**config.mk**
```make
export PLATFORM = sky130hd
export DESIGN_NAME = ps2_digit_decoder
export DESIGN_NICKNAME = d
export VERILOG_FILES = /design/src/rtl/ps2_digit_decoder.sv
export SDC_FILE = /design/constraint.sdc
export NUM_CORES = 1
export LEC_CHECK = 0
export BUFFER_PORTS_ARGS = -buffer_cell sky130_fd_sc_hd__buf_2
export CAP_MARGIN = 20
export CORE_AREA = 2 2 73 75
export CTS_CLUSTER_SIZE = 12
export DETAILED_ROUTE_END_ITERATION = 12
export DIE_AREA = 0 0 75 77
export PLACE_DENSITY_LB_ADDON = 0.05
export SYNTH_ARGS = -nofsm -noshare
export SYNTH_HDL_FRONTEND = slang
export SYNTH_SLANG_ARGS = --single-unit
```
**constraint.sdc**
```tcl
create_clock -name clk -period 7.2 [get_ports clk]
set_input_delay 0.36 -clock clk [delete_from_list [all_inputs] [get_ports clk]]
set_output_delay 0.36 -clock clk [all_outputs]
set_load 0.05 [all_outputs]
```
**src/rtl/ps2_digit_decoder.sv**
```systemverilog
// PS/2 set-2 scancode decoder for the digits 0..9: tracks held keys, queues make
// events in a small FIFO and presents the head on registered outputs.
module ps2_digit_decoder #(
  parameter int unsigned FIFO_DEPTH    = 4,
  parameter int unsigned KEYPAD_EN     = 1,
  parameter int unsigned REPEAT_FILTER = 1
) (
  input  logic       clk,
  input  logic       reset,
  input  logic       code_valid,
  input  logic [7:0] code,
  output logic       dout_valid,
  output logic [3:0] dout,
  input  logic       dout_ready,
  output logic [9:0] held,
  output logic       overflow
);

  localparam int unsigned AW = (FIFO_DEPTH > 1) ? $clog2(FIFO_DEPTH) : 1;
  localparam int unsigned CW = AW + 1;
  localparam bit          KP_ON = (KEYPAD_EN != 0);
  localparam bit          RF_ON = (REPEAT_FILTER != 0);

  localparam logic [7:0] CODE_EXT = 8'hE0;
  localparam logic [7:0] CODE_BRK = 8'hF0;

  typedef enum logic [1:0] {
    IDLE    = 2'd0,
    EXT     = 2'd1,
    BRK     = 2'd2,
    EXT_BRK = 2'd3
  } state_t;

  state_t state_q, state_d;

  logic [9:0]    held_q, held_d;
  logic          overflow_q, overflow_d;
  logic          dout_valid_q, dout_valid_d;
  logic [3:0]    dout_q, dout_d;
  logic [AW-1:0] wr_ptr_q, wr_ptr_d;
  logic [AW-1:0] rd_ptr_q, rd_ptr_d;
  logic [CW-1:0] count_q, count_d;
  logic [3:0]    mem_q [FIFO_DEPTH];

  logic          main_hit_c, kp_hit_c, hit_c;
  logic [3:0]    main_dig_c, kp_dig_c, digit_c;
  logic [9:0]    digit_oh_c;
  logic          make_c, release_c;
  logic          push_c, pop_c, full_c, wr_en_c, ovf_set_c;
  logic [AW-1:0] rd_next_c;

  // Scancode lookup for the main row and the numeric keypad.
  always_comb begin
    main_hit_c = 1'b0;
    main_dig_c = 4'd0;
    kp_hit_c   = 1'b0;
    kp_dig_c   = 4'd0;
    case (code)
      8'h45: {main_hit_c, main_dig_c} = {1'b1, 4'd0};
      8'h16: {main_hit_c, main_dig_c} = {1'b1, 4'd1};
      8'h1E: {main_hit_c, main_dig_c} = {1'b1, 4'd2};
      8'h26: {main_hit_c, main_dig_c} = {1'b1, 4'd3};
      8'h25: {main_hit_c, main_dig_c} = {1'b1, 4'd4};
      8'h2E: {main_hit_c, main_dig_c} = {1'b1, 4'd5};
      8'h36: {main_hit_c, main_dig_c} = {1'b1, 4'd6};
      8'h3D: {main_hit_c, main_dig_c} = {1'b1, 4'd7};
      8'h3E: {main_hit_c, main_dig_c} = {1'b1, 4'd8};
      8'h46: {main_hit_c, main_dig_c} = {1'b1, 4'd9};
      default: ;
    endcase
    case (code)
      8'h70: {kp_hit_c, kp_dig_c} = {1'b1, 4'd0};
      8'h69: {kp_hit_c, kp_dig_c} = {1'b1, 4'd1};
      8'h72: {kp_hit_c, kp_dig_c} = {1'b1, 4'd2};
      8'h7A: {kp_hit_c, kp_dig_c} = {1'b1, 4'd3};
      8'h6B: {kp_hit_c, kp_dig_c} = {1'b1, 4'd4};
      8'h73: {kp_hit_c, kp_dig_c} = {1'b1, 4'd5};
      8'h74: {kp_hit_c, kp_dig_c} = {1'b1, 4'd6};
      8'h6C: {kp_hit_c, kp_dig_c} = {1'b1, 4'd7};
      8'h75: {kp_hit_c, kp_dig_c} = {1'b1, 4'd8};
      8'h7D: {kp_hit_c, kp_dig_c} = {1'b1, 4'd9};
      default: ;
    endcase
    hit_c      = main_hit_c | (KP_ON & kp_hit_c);
    digit_c    = main_hit_c ? main_dig_c : kp_dig_c;
    digit_oh_c = 10'd1 << digit_c;
  end

  // Prefix tracking: E0 marks an extended key, F0 marks a release.
  always_comb begin
    state_d   = state_q;
    make_c    = 1'b0;
    release_c = 1'b0;
    if (code_valid) begin
      case (state_q)
        IDLE: begin
          if (code == CODE_EXT) begin
            state_d = EXT;
          end else if (code == CODE_BRK) begin
            state_d = BRK;
          end else begin
            make_c = hit_c;
          end
        end
        EXT: begin
          if (code == CODE_BRK) begin
            state_d = EXT_BRK;
          end else if (code != CODE_EXT) begin
            state_d = IDLE;
          end
        end
        BRK: begin
          state_d   = IDLE;
          release_c = hit_c;
        end
        default: state_d = IDLE;
      endcase
    end
  end

  // Held map, queue bookkeeping and the registered queue head.
  always_comb begin
    held_d       = held_q;
    overflow_d   = overflow_q;
    wr_ptr_d     = wr_ptr_q;
    rd_ptr_d     = rd_ptr_q;
    count_d      = count_q;
    dout_d       = dout_q;
    dout_valid_d = dout_valid_q;

    push_c    = make_c & ~(RF_ON & |(held_q & digit_oh_c));
    pop_c     = dout_valid_q & dout_ready;
    full_c    = (count_q == CW'(FIFO_DEPTH));
    wr_en_c   = push_c & (~full_c | pop_c);
    ovf_set_c = push_c & full_c & ~pop_c;
    rd_next_c = rd_ptr_q + AW'(1);

    if (make_c) begin
      held_d = held_q | digit_oh_c;
    end
    if (release_c) begin
      held_d = held_q & ~digit_oh_c;
    end
    overflow_d = overflow_q | ovf_set_c;

    if (wr_en_c) begin
      wr_ptr_d = wr_ptr_q + AW'(1);
    end
    if (pop_c) begin
      rd_ptr_d = rd_next_c;
    end
    count_d = count_q + CW'(wr_en_c) - CW'(pop_c);

    // The head either advances to the next stored entry or to the byte being pushed.
    if (pop_c) begin
      if (count_q > CW'(1)) begin
        dout_d       = mem_q[rd_next_c];
        dout_valid_d = 1'b1;
      end else if (wr_en_c) begin
        dout_d       = digit_c;
        dout_valid_d = 1'b1;
      end else begin
        dout_d       = 4'd0;
        dout_valid_d = 1'b0;
      end
    end else if (!dout_valid_q && wr_en_c) begin
      dout_d       = digit_c;
      dout_valid_d = 1'b1;
    end
  end

  always_ff @(posedge clk) begin
    if (reset) begin
      state_q      <= IDLE;
      held_q       <= '0;
      overflow_q   <= 1'b0;
      wr_ptr_q     <= '0;
      rd_ptr_q     <= '0;
      count_q      <= '0;
      dout_q       <= 4'd0;
      dout_valid_q <= 1'b0;
    end else begin
      state_q      <= state_d;
      held_q       <= held_d;
      overflow_q   <= overflow_d;
      wr_ptr_q     <= wr_ptr_d;
      rd_ptr_q     <= rd_ptr_d;
      count_q      <= count_d;
      dout_q       <= dout_d;
      dout_valid_q <= dout_valid_d;
    end
  end

  // Queue storage needs no reset; entries are only read after being written.
  always_ff @(posedge clk) begin
    if (wr_en_c) begin
      mem_q[wr_ptr_q] <= digit_c;
    end
  end

  assign dout_valid = dout_valid_q;
  assign dout       = dout_q;
  assign held       = held_q;
  assign overflow   = overflow_q;

endmodule

```
==> reports/metrics.csv <==
stage;metric;value;unit
sta;RSZ-0062 raised after global routing;false;
sta;Rel. slew slack;0.431;
placed_design;number of I/O port buffers;27;
drt;vias post-DR;2143;
cts;total CTS buffers;5;
worst_hold_path;min-delay worst type;input port to register;
setup_path;CP Max Fanout;14;
cts;root buffer cell;clkbuf_8;
die;Die Width;75;um
die;IO Pins;28;
placed_design;dpl hpwl;4310;um
pwr;pwr/cell area;164;mW/mm2
setup_path;Crit Path Class;input port to register;
layout;Layout Utilization;0.567;
cts;Clock Latency Late Sink;290;ps
yosys;Most used DFF post-synth;dfxtp_1;
cts;CTS resizes;0;
sta;Slew Limit Fails;0;
pwr;P_leak;0.977;nW
die;Std-Cell Rows;26;
yosys;main area contributors after synthesis;dfxtp_1, edfxtp_1, a211oi_1, mux4_2, ha_1;
cts;clock sink total;41;
placed_design;RD Place Congestion;0.841;
setup_path;Worst path most repeated cell;inv_1;
yosys;most frequent cell after synthesis;dfxtp_1;
run_status;status;finished clean;
layout;Area Growth Syn to Fin;7.13;%
die;die area;0.00578;mm2
sta;post-route clock period utilization;0.527;
yosys;ys async rst share;0;
setup_path;critical path's top delay family;compound AO/OA/AOI/OAI gates;
yosys;top-area cell type share of the netlist area;0.190;
sta;setup TNS;0;ps
cts;Hold Buf Count CTS;0;
sta;Final Critical Period;3790;ps
cts;CTS tree;done;
sta;Min Hold Slack;346;ps
yosys;Syn Area/Cell;9.79;um2
setup_path;startpoint types;input port;
yosys;Seq/Total Area, Yosys;0.372;
drt;Detailed Route Iter0 Violations;122;
placed_design;Inst Count DP;350;
layout;nets;307;
layout;Non-Filler Instances;358;
sta;final setup vio count;0;
sta;Final Skew;9.21;ps
die;initial core utilization;0.529;
yosys;EDFF count, synth;16;
cts;clk buf depth;2;
global_route;vias in the first global route;2011;
flow_run;MaxCap Viol Count;0;
sta;fmax;264;MHz
sta;Slew @ Worst Pin;841;ps
yosys;Cells after Synth;269;
yosys;top cell type by total area after synthesis;dfxtp_1;
layout;layout cells sized above 1;0.194;
drt;Vias/cell;5.99;
cts;clock slew at reported path FFs;80;ps
setup_path;CP required;7370;ps
yosys;mapped cell area;0.00263;mm2
drt;router iterations before antenna repair;4;
global_route;Congestion Overflow GR;0;
drt;drt wl/cell;16.7;um
setup_path;max incr delay on CP;390;ps
layout;Antenna Cells;0;
drt;post-route ant nets;0;
drt;DRT Wirelength;5970;um
sta;Final Hold Vio Count;0;
die;Die Ht;77;um
layout;Layout fillers;450;
setup_path;worst path bufs/invs;5;
drt;DRC violations left;0;
pwr;Peak VDD IR;0.0876;mV
cts;Setup Buffers After CTS;0;
die;Core ar.;0.00498;mm2
setup_path;worst-path cell chain;buf_2 -> and2b_1 -> a22oi_1 -> o31a_1 -> clkinv_1 -> a32o_1 -> a2111oi_4 -> o21ai_1 -> nor2_1 -> inv_1 -> ha_1 -> inv_1 -> ha_1 -> inv_1 -> fa_1 -> xnor2_1 -> nor2_1;
global_route;GRT Overall Usage;0.225;
cts;CTS H-tree lvls;2;
yosys;Netlist cell types;73;
setup_path;Arrival @ worst endpoint;3960;ps
yosys;Syn Nets;289;
yosys;synthesized flop and latch total;41;
global_route;largest net degree at the start of global routing;26;
global_route;initial antenna violation count;0;
setup_path;Critical Path Sink Type;register;
global_route;first-pass GRT wire length;9930;um
setup_path;CP max stage cell;a2111oi_4;
yosys;Post-synth top cells;dfxtp_1, nand2_1, nor2_1, edfxtp_1;
yosys;Synth Warn #;0;
power by group:
part / switching, W / internal [W]
Combinational: 0.0000397 / 0.0000205
Sequential: 0.00000257 / 0.000243
Clock: 0.0000784 / 0.0000779
Total: 0.000121 / 0.000341
cells by family after synthesis:
| logic type | synth area share |
|---|---|
| XOR/XNOR | 0.0200 |
| adder cells (fa/ha/maj) | 0.0409 |
| buffers and inverters | 0.0789 |
| AO/OA/AOI/OAI | 0.216 |
| flip-flops | 0.372 |
| AND/OR/NAND/NOR | 0.230 |
| multiplexers | 0.0423 |
final cells by class:
type | count | area (um2) | area share
Clock inverter | 1 | 7.51 | 0.00266
Sequential cell | 41 | 981 | 0.348
Clock buffer | 7 | 86.3 | 0.0306
Timing Repair Buffer | 27 | 135 | 0.0479
Inverter | 19 | 78.8 | 0.0279
Multi-Input combinational cell | 193 | 1450 | 0.512
Tap cell | 70 | 87.6 | 0.0310
path summary, 6_finish.rpt:
| kind | startpoint | to | slack, ps | cells after the start |
|---|---|---|---|---|
| worst max-delay path | code[0] | count_q[2]$_SDFF_PP0_ | 3410 | 17 |
| worst min-delay path | code_valid | state_q[0]$_SDFFE_PP0P_ | 350 | 2 |
| worst max register to register | register | count_q[2]$_SDFF_PP0_ | 4520 | 12 |
| worst min register to register | dout[0]$_SDFFE_PP0P_ | dout[0]$_SDFFE_PP0P_ | 460 | 2 |
layout by cell type, fill, tap and decap left out, types with 4 or more instances in the layout:
cell type  synthesis  final
buf_2              3     27
dfxtp_1           25     25
nand2_1           18     18
nor2_1            17     17
edfxtp_1          16     16
inv_1             15     15
a21oi_1           15     15
a211oi_1          12     12
ha_1               7      7
nor2b_1            6      6
o21ai_0            6      6
nand3_1            6      6
and2_1             6      6
clkbuf_8           0      6
nand4_1            5      5
nor3b_1            5      5
nor4_1             5      5
xnor2_1            4      4
o2111ai_1          4      4
o211ai_1           4      4
a2111oi_1          4      4
mux4_2             4      4
stage by stage:
stage / setup slack (ps) / power, W / cell area [um2]
5_1_grt: 3120 / 0.000486 / 2820
3_5_place_dp: 3080 / 0.000310 / 2730
4_1_cts: 3410 / 0.000467 / 2820
3_3_place_gp: 3260 / 0.000310 / 2730
6_report: 3410 / 0.000462 / 2820
2_1_floorplan: 3820 / 0.000298 / 2630
metal layers:
| layer | GRT usage | routed length [um] |
|---|---|---|
| met5 | 0 | 0 |
| met1 | 0.305 | 2730 |
| met4 | 0.0875 | 135 |
| met3 | 0.0499 | 194 |
| met2 | 0.344 | 2910 |
No activity file was read; power rests on OpenSTA's default activity.
